### src/rtl/seg_hex_driver.sv
// seg_hex_driver
//   Drives DIGITS hexadecimal seven-segment digits with per-digit decimal
//   point, per-digit blink and optional leading-zero suppression. Output is
//   either static (all digits in parallel on seg_flat) or time-multiplexed
//   (one shared scan_seg bus plus one-hot scan_an). New contents arrive over
//   a valid/ready port into a shadow register and are committed to the
//   display register at a frame boundary, so a scan never shows a torn frame.
//
//   Handshake: a load transfers on any rising clk edge where
//   load_valid && load_ready. load_ready is simply "shadow empty"; once a
//   load is taken, load_ready stays low until that shadow is committed.
//
// Ports
//   clk, rst        clock, asynchronous active-high reset
//   load_valid      new display contents offered
//   load_ready      shadow register free
//   load_data       nibble i = digit i (digit 0 = rightmost)
//   load_dp         decimal point enable per digit
//   load_blink      blink enable per digit
//   blank_lz        suppress leading zeros (live)
//   mode            0 = static, 1 = scan (live)
//   seg_flat        static pattern, byte i = digit i
//   scan_seg        scan-mode segment bus
//   scan_an         scan-mode one-hot digit enable
//   Segment byte (logical): bit7..bit1 = a..g, bit0 = dp.

module seg_hex_driver #(
   parameter int DIGITS     = 8,
   parameter int SCAN_DIV   = 1000,
   parameter int BLINK_DIV  = 5000000,
   parameter int ACTIVE_LOW = 1
) (
   input  logic                  clk,
   input  logic                  rst,
   input  logic                  load_valid,
   output logic                  load_ready,
   input  logic [4*DIGITS-1:0]   load_data,
   input  logic [DIGITS-1:0]     load_dp,
   input  logic [DIGITS-1:0]     load_blink,
   input  logic                  blank_lz,
   input  logic                  mode,
   output logic [8*DIGITS-1:0]   seg_flat,
   output logic [7:0]            scan_seg,
   output logic [DIGITS-1:0]     scan_an
);

   localparam int DIV_W = $clog2(SCAN_DIV);
   localparam int BLK_W = $clog2(BLINK_DIV);
   localparam int IDX_W = (DIGITS > 1) ? $clog2(DIGITS) : 1;
   localparam logic [DIV_W-1:0] DIV_LAST = DIV_W'(SCAN_DIV - 1);
   localparam logic [BLK_W-1:0] BLK_LAST = BLK_W'(BLINK_DIV - 1);
   localparam logic [IDX_W-1:0] IDX_LAST = IDX_W'(DIGITS - 1);
   localparam logic             INV      = (ACTIVE_LOW != 0);

   function automatic logic [7:0] hex_code(input logic [3:0] n);
      case (n)
         4'h0: hex_code = 8'hFC;
         4'h1: hex_code = 8'h60;
         4'h2: hex_code = 8'hDA;
         4'h3: hex_code = 8'hF2;
         4'h4: hex_code = 8'h66;
         4'h5: hex_code = 8'hB6;
         4'h6: hex_code = 8'hBE;
         4'h7: hex_code = 8'hE0;
         4'h8: hex_code = 8'hFE;
         4'h9: hex_code = 8'hF6;
         4'hA: hex_code = 8'hEE;
         4'hB: hex_code = 8'h3E;
         4'hC: hex_code = 8'h9C;
         4'hD: hex_code = 8'h7A;
         4'hE: hex_code = 8'h9E;
         4'hF: hex_code = 8'h8E;
      endcase
   endfunction

   // Shadow (load side) and display (committed) registers
   logic [4*DIGITS-1:0] r_shadow_data;
   logic [DIGITS-1:0]   r_shadow_dp;
   logic [DIGITS-1:0]   r_shadow_blink;
   logic                r_shadow_full;
   logic [4*DIGITS-1:0] r_disp_data;
   logic [DIGITS-1:0]   r_disp_dp;
   logic [DIGITS-1:0]   r_disp_blink;

   // Scan and blink timing
   logic [DIV_W-1:0]    r_div;
   logic [IDX_W-1:0]    r_scan_idx;
   logic [BLK_W-1:0]    r_blink_cnt;
   logic                r_phase;

   // Output flops (pin polarity already applied)
   logic [8*DIGITS-1:0] r_seg_flat;
   logic [7:0]          r_scan_seg;
   logic [DIGITS-1:0]   r_scan_an;

   logic                w_tick;
   logic                w_commit_ok;
   logic [8*DIGITS-1:0] w_flat;
   logic [7:0]          w_scan_pat;
   logic [DIGITS-1:0]   w_an;

   assign load_ready = !r_shadow_full;
   assign seg_flat   = r_seg_flat;
   assign scan_seg   = r_scan_seg;
   assign scan_an    = r_scan_an;

   // Tick only exists in scan mode; in static mode the divider is parked.
   assign w_tick      = mode && (r_div == DIV_LAST);
   // Scan mode commits only on the last digit's tick so the next frame
   // starts at digit 0 with the new contents.
   assign w_commit_ok = !mode || (w_tick && (r_scan_idx == IDX_LAST));

   always_ff @(posedge clk or posedge rst) begin
      if (rst) begin
         r_shadow_data  <= '0;
         r_shadow_dp    <= '0;
         r_shadow_blink <= '0;
         r_shadow_full  <= 1'b0;
         r_disp_data    <= '0;
         r_disp_dp      <= '0;
         r_disp_blink   <= '0;
      end else begin
         if (r_shadow_full && w_commit_ok) begin
            r_disp_data   <= r_shadow_data;
            r_disp_dp     <= r_shadow_dp;
            r_disp_blink  <= r_shadow_blink;
            r_shadow_full <= 1'b0;
         end else if (load_valid && !r_shadow_full) begin
            r_shadow_data  <= load_data;
            r_shadow_dp    <= load_dp;
            r_shadow_blink <= load_blink;
            r_shadow_full  <= 1'b1;
         end
      end
   end

   always_ff @(posedge clk or posedge rst) begin
      if (rst) begin
         r_div      <= '0;
         r_scan_idx <= '0;
      end else if (!mode) begin
         r_div      <= '0;
         r_scan_idx <= '0;
      end else if (w_tick) begin
         r_div      <= '0;
         r_scan_idx <= (r_scan_idx == IDX_LAST) ? '0 : r_scan_idx + 1'b1;
      end else begin
         r_div <= r_div + 1'b1;
      end
   end

   always_ff @(posedge clk or posedge rst) begin
      if (rst) begin
         r_blink_cnt <= '0;
         r_phase     <= 1'b1;
      end else if (r_blink_cnt == BLK_LAST) begin
         r_blink_cnt <= '0;
         r_phase     <= !r_phase;
      end else begin
         r_blink_cnt <= r_blink_cnt + 1'b1;
      end
   end

   // Per-digit pattern. Walking from the top digit down, zero_above stays
   // set while every nibble seen so far is zero; such digits are
   // suppressed (digit 0 excepted). Blink blanking wins over everything.
   always_comb begin
      logic       zero_above;
      logic [3:0] nib;
      zero_above = 1'b1;
      nib        = 4'h0;
      w_flat     = '0;
      for (int i = DIGITS - 1; i >= 0; i--) begin
         nib        = r_disp_data[4*i +: 4];
         zero_above = zero_above && (nib == 4'h0);
         if (r_disp_blink[i] && !r_phase)
            w_flat[8*i +: 8] = 8'h00;
         else if (blank_lz && zero_above && (i != 0))
            w_flat[8*i +: 8] = {7'b0, r_disp_dp[i]};
         else
            w_flat[8*i +: 8] = hex_code(nib) | {7'b0, r_disp_dp[i]};
      end
   end

   always_comb begin
      w_an             = '0;
      w_an[r_scan_idx] = 1'b1;
      w_scan_pat       = w_flat[{r_scan_idx, 3'b000} +: 8];
   end

   // Enable and segment bus come from the same scan_idx in the same flop
   // stage, so two enables can never be active together.
   always_ff @(posedge clk or posedge rst) begin
      if (rst) begin
         r_seg_flat <= {8*DIGITS{INV}};
         r_scan_seg <= {8{INV}};
         r_scan_an  <= {DIGITS{INV}};
      end else begin
         r_seg_flat <= w_flat ^ {8*DIGITS{INV}};
         r_scan_seg <= (mode ? w_scan_pat : 8'h00) ^ {8{INV}};
         r_scan_an  <= (mode ? w_an : {DIGITS{1'b0}}) ^ {DIGITS{INV}};
      end
   end

endmodule

### config.mk
export PLATFORM = sky130hd
export DESIGN_NAME = seg_hex_driver
export DESIGN_NICKNAME = d
export VERILOG_FILES = /design/src/rtl/seg_hex_driver.sv
export SDC_FILE = /design/constraint.sdc
export NUM_CORES = 1
export LEC_CHECK = 0
export CORE_AREA = 2 2 156 158
export DETAILED_ROUTE_END_ITERATION = 12
export DIE_AREA = 0 0 158 160
export DONT_BUFFER_PORTS = 1
export GPL_ROUTABILITY_DRIVEN = 0
export GPL_TIMING_DRIVEN = 0
export HOLD_SLACK_MARGIN = 0.12
export REMOVE_ABC_BUFFERS = 1
export SETUP_SLACK_MARGIN = 0.02
export SYNTH_ARGS = -nofsm -noshare
export SYNTH_HDL_FRONTEND = slang
export SYNTH_SLANG_ARGS = --single-unit
### constraint.sdc
create_clock -name clk -period 6.61 [get_ports clk]
set_clock_uncertainty 0.2 [all_clocks]
set_input_delay 0.661 -clock clk [delete_from_list [all_inputs] [get_ports clk]]
set_output_delay 0.661 -clock clk [all_outputs]
set_load 0.005 [all_outputs]
Word level (Yosys, flattened, before mapping):

Memories as Yosys holds them, arrays and structs flattened.
Cells that the tools add are included.

* register bits after elaboration: 214
* bits in latches: 0
* memory bits (writable): 0
* bits in read-only memories: 896
* input bits: 53
* output and inout bits: 81
* memories: 8

Memories
* (name not given): words 16, bits a word 7, rd ports 1, clocked after Yosys merged registers in 0, wr ports 0, RTL line 56 `case (n)`
* (name not given): words 16, bits a word 7, rd ports 1, clocked after Yosys merged registers in 0, wr ports 0, RTL line 56
* (name not given): words 16, bits a word 7, rd ports 1, clocked after Yosys merged registers in 0, wr ports 0, RTL line 56
* (name not given): words 16, bits a word 7, rd ports 1, clocked after Yosys merged registers in 0, wr ports 0, RTL line 56
* (name not given): words 16, bits a word 7, rd ports 1, clocked after Yosys merged registers in 0, wr ports 0, RTL line 56
* (name not given): words 16, bits a word 7, rd ports 1, clocked after Yosys merged registers in 0, wr ports 0, RTL line 56
* +2 memories

* add/sub/neg operators: 3
* multiply operators: 0
* div/mod/pow operators: 0
* magnitude comparators: 2
* equality and inequality tests: 4
* shift operators: 1
* mux-type cells: 42
* bitwise operators: 12
* reduce and logical (&&, ||, !) cells: 39

Operators with widths (number)
* 8-bit 2-to-1 mux: 32
* 64-bit NOT: 1
* 8-bit by 1-bit OR with 8-bit output: 8
* 64-bit by 7-bit indexed part select with 8-bit output: 1
* 4-bit logical NOT: 7
* 1-bit logical AND: 26
* 23-bit by 1-bit adder with 23-bit output (second input constant): 1
* 23-bit == test (second input constant): 1
* 23-bit 2-to-1 mux: 1
* 10-bit 2-to-1 mux: 2
* 8-bit NOT: 2
* 10-bit by 1-bit adder with 10-bit output (second input constant): 1
* 10-bit == test (second input constant): 1
* 3-bit 2-to-1 mux: 3
* 3-bit by 4-bit less-than comparator with 1-bit output (second input constant): 1
* 3-bit by 1-bit adder with 3-bit output (second input constant): 1
* 1-bit demux with 3-bit select: 1
* 3-bit == test (second input constant): 1
* 3-bit by 1-bit >= comparator with 1-bit output (second input constant): 1
* 1-bit logical NOT: 3
* 1-bit 2-to-1 mux: 3
* 2-bit by 1-bit inequality test with 1-bit output (second input constant): 1
* 2-bit AND reduction: 1
* 2-bit nonzero test: 1
* other kinds (2): 2

Depth between registers and ports, before layout:

* word-level depth: 16
* gate-level depth with buffers: 10

Worst setup path before layout:

No wires, ideal clock.

* kind: reg2reg
* start point: register r_disp_data[24]
* end point: register r_scan_seg[5], in the netlist scan_seg[5]
* setup time: 0.060 ns
* arrival: 2.029 ns
* required time: 6.350 ns
* path slack: 4.321 ns
* stages on the path, launching flop included: 11
* period minus slack after synthesis: 2.289 ns
* path through: dfrtp_1 inv_1 ha_1 or3b_4 o21a_1 buf_6 and2_0 buf_2 a22oi_1 a221o_1 a211o_1

* longest elaborated chain between the ends: 13

Ends and longest elaborated chain
* start: declaration: RTL line 81 `logic [4*DIGITS-1:0] r_disp_data;`
* start signal: assignment: RTL line 124 `r_disp_data <= r_shadow_data;`
* branches (longest 10 deep; another with memory 16 x 7 bit)
* 64-bit by 7-bit indexed part select with 8-bit output *: RTL line 188 `w_scan_pat = w_flat[{r_scan_idx, 3'b000} +: 8];`
* 8-bit 2-to-1 mux *: RTL line 200 `r_scan_seg <= (mode ? w_scan_pat : 8'h00) ^ {8{INV}};`
* 8-bit NOT (no line) *
* end signal: assignment: RTL line 196 `r_scan_seg <= {8{INV}};`
* end signal: assignment: RTL line 200
* end: declaration: RTL line 93 `logic [7:0] r_scan_seg;`

Every way passes the cells marked *. The select of a mux whose other input is x is not followed.
A chain may end at the register's enable or synchronous reset.

Final worst setup path:

* start point: register r_disp_data[12]
* end point: register r_scan_seg[4], in the netlist scan_seg[4]

* longest elaborated chain between the ends: 10

Ends and longest elaborated chain (RTL line)
* branches (longest 7 deep; another with memory 16 x 7 bit)
* 64-bit by 7-bit indexed part select with 8-bit output *: 188
* 8-bit 2-to-1 mux *: 200
* 8-bit NOT (no line) *

Marks and branches as above.

==> impl_metrics.toml <==
[logic_synthesis]
synth-edff-count = 0
yosys.area.top_type = "dfrtp_1"
synth.ff_latch_count = 214
syn_inst = 914
avgSynthCellArea_um2 = 11.38
yosys_warnings = 0
synth-async-reset-ratio_pct = 100.0
yosysUniqueCellTypes = 74
yosysTopAreaCellShare_pct = 31.99
synth-seq-area-share_pct = 52.45
synth_area_leaders = "dfrtp_1 (32%), dfstp_2 (20%), mux2_2 (6.0%)"
syn_area_mm2 = 0.01040
synth_ff_type = "dfrtp_1"

[drt]
wl_per_cell_um = 18.70
ant_nets = 0
vias = 6920
viasPerCell = 5.360
route.detailed.drc = 0
drt-total-wl_um = 24150
dr.pass1.iters = 5
dr.first_iter.drc_count = 522

[clock_network]
cts_tree = "yes"
cts_resized = 0
post_cts_buffers = 0
cts_buffer_depth = 3
path_clk_slew_ns = 0.06
cts-root-buf = "clkbuf_16"
hold_buffers = 51
cts_buffers = 24
htreeDepth = 1
clkLatencyLatePin_ns = 0.52
clock-sinks = 214

[flow_run]
drv_cap = 0

[global_routing]
grt_pass1_wl_um = 38120
grt_max_degree = 116
antenna_found_initial = 0
grt_overflow = 0
grt.total_usage_pct = 19.29
first_global_vias = 6840

[power_and_ir_drop]
total_power_mw = 5.016
p_per_area_mw_per_mm2 = 416.5
ir_worst_vdd_mv = 0.1984
p_leak_nw = 5.073

[floorplanning]
dieWidth_um = 158
die_h_um = 160
dieArea_mm2 = 0.02528
core_mm2 = 0.02382
ios = 134
start_util_pct = 43.68
rows = 57

[run_status]
status = "finished clean"

[timing]
rsz0062_at_grt = "no"
fin_crit_ns = 3.188
fmax_ghz = 0.3136
worst_pin_slew_ns = 1.311
max-slew-margin-rel_pct = 11.89
drv_slew = 0
setup_viol = 0
finalSetupTns_ns = 0
finalCritPeriodShare_pct = 48.23
hold_viol_final = 0

[hold_path]
hp-class = "primary input to flop"
min_to = "r_div[0]"
hp-start = "mode"
whs_path_depth = 2

[setup_path]
cpMostUsedCell = "a31oi_1"
arrival_ns = 3.43
cp_max_fo = 14
crit_type = "flop to flop"
endpoint_kind = "flop"
worstPathCellList = "inv_1 > ha_1 > nor3b_1 > and3b_1 > a31oi_1 > a31oi_1 > a21o_1 > a211o_1"
reg2reg_to = "scan_seg[4]"
cp-start-kind = "flop"
crit-reg2reg-launch = "r_disp_data[12]"
worst_r2r_path_depth = 8
path_buf_inv = 1
max_stage_delay_ns = 0.96
cpMaxStageDelayCell = "a31oi_1"
cp_data_required_time_ns = 6.85
crit_family = "compound AO/OA/AOI/OAI gates"
rrSetupSlack_ns = 3.42

[layout]
final_cell_mix = "dfrtp_1 (133), nand2_1 (90), dfstp_2 (81)"
num-nets-final = 1046
mostFrequentLayoutCell = "dfrtp_1"
antenna_cells = 0
drive_gt1_share_pct = 23.16
final_cell_area_mm2 = 0.01205
areaGrowthSynthToFinish_pct = 15.78

[place]
dpl.hpwl_um = 16660
port_buffers = 0
place_area_mm2 = 0.01062
power by group:
group          internal (mW)  switching [mW]  leakage [nW]
registers               1.86           0.386          2.49
logic                  0.585           0.727          2.14
clock network          0.925           0.535         0.440
Yosys cell counts (5+ instances only):
cell type and instances:
nor3_1 8, a32oi_1 5, dfrtp_1 133, nand2b_1 28
mux2_2 55, and2_1 7, a21oi_1 20, and3_1 11
a211oi_1 9, nand3_1 38, nor2b_1 23, nor2_1 54
nand2_1 90, buf_1 5, a22oi_1 6, xnor2_1 14
xor2_1 10, o21ai_0 43, ha_1 44, buf_2 8
nand4_1 6, dfstp_2 81, nand3b_1 6, mux2i_1 13
mux2_4 20, inv_1 35, o211ai_1 27, a31oi_1 7
clkbuf_1 23, mux4_2 5
state kept, by name (all words and copies together), names as in the netlist:
signal / flops
r_shadow_dp: 8
r_disp_blink: 8
r_disp_dp: 8
scan_seg: 8
r_blink_cnt: 23
seg_flat: 64
r_shadow_full: 1
r_disp_data: 32
r_div: 10
r_shadow_data: 32
r_scan_idx: 3
r_phase: 1
r_shadow_blink: 8
scan_an: 8
layout make-up:
type / instances / area [um2]
Timing Repair Buffer: 54 / 585.6
Multi-Input combinational cell: 620 / 4569
Fill cell: 2163 / 11780
Inverter: 35 / 138.9
Tap cell: 324 / 405.4
Clock buffer: 33 / 726.9
Sequential cell: 214 / 5456
Clock inverter: 11 / 162.7
layer usage:
layer | wire length [um] | track usage, % | part of all wire (%)
met3 | 1539 | 4.966 | 6.4
met4 | 510 | 4.914 | 2.1
met5 | 0 | 0 | 0
met1 | 10590 | 26.21 | 44
met2 | 11510 | 30.89 | 48
worst max-delay path by stage:
stage / to / from / depth (start not counted)
after floorplan: r_blink_cnt[0] / rst / 1
after global placement: r_shadow_blink[2] / rst / 1
after detailed placement: r_disp_dp[7] / r_scan_idx[0] / 6
after CTS: r_disp_dp[7] / r_scan_idx[0] / 6
after global routing: scan_seg[4] / r_disp_data[12] / 8
final: scan_seg[4] / r_disp_data[12] / 8
stage by stage:
step	setup WS, ns	hold WS, ns	instances	util (%)
floorplan	0.03210	0.1805	869	-
global placement	-2.269	0.2219	1193	44.31
detailed placement	3.096	0.2300	1195	44.57
CTS	3.076	0.2068	1290	50.45
global route	3.245	0.2217	1291	50.57
finish	3.422	0.2271	1291	50.57
cell families after synthesis:
group | after synthesis | share of synthesized area [%]
compound gates | 156 | 10.21
xor+xnor | 24 | 2.020
fa+ha+maj | 44 | 5.292
buf+inv | 80 | 3.704
flops | 214 | 52.45
mux | 96 | 11.50
simple gates | 300 | 14.83
No activity file was read; power rests on OpenSTA's default activity.
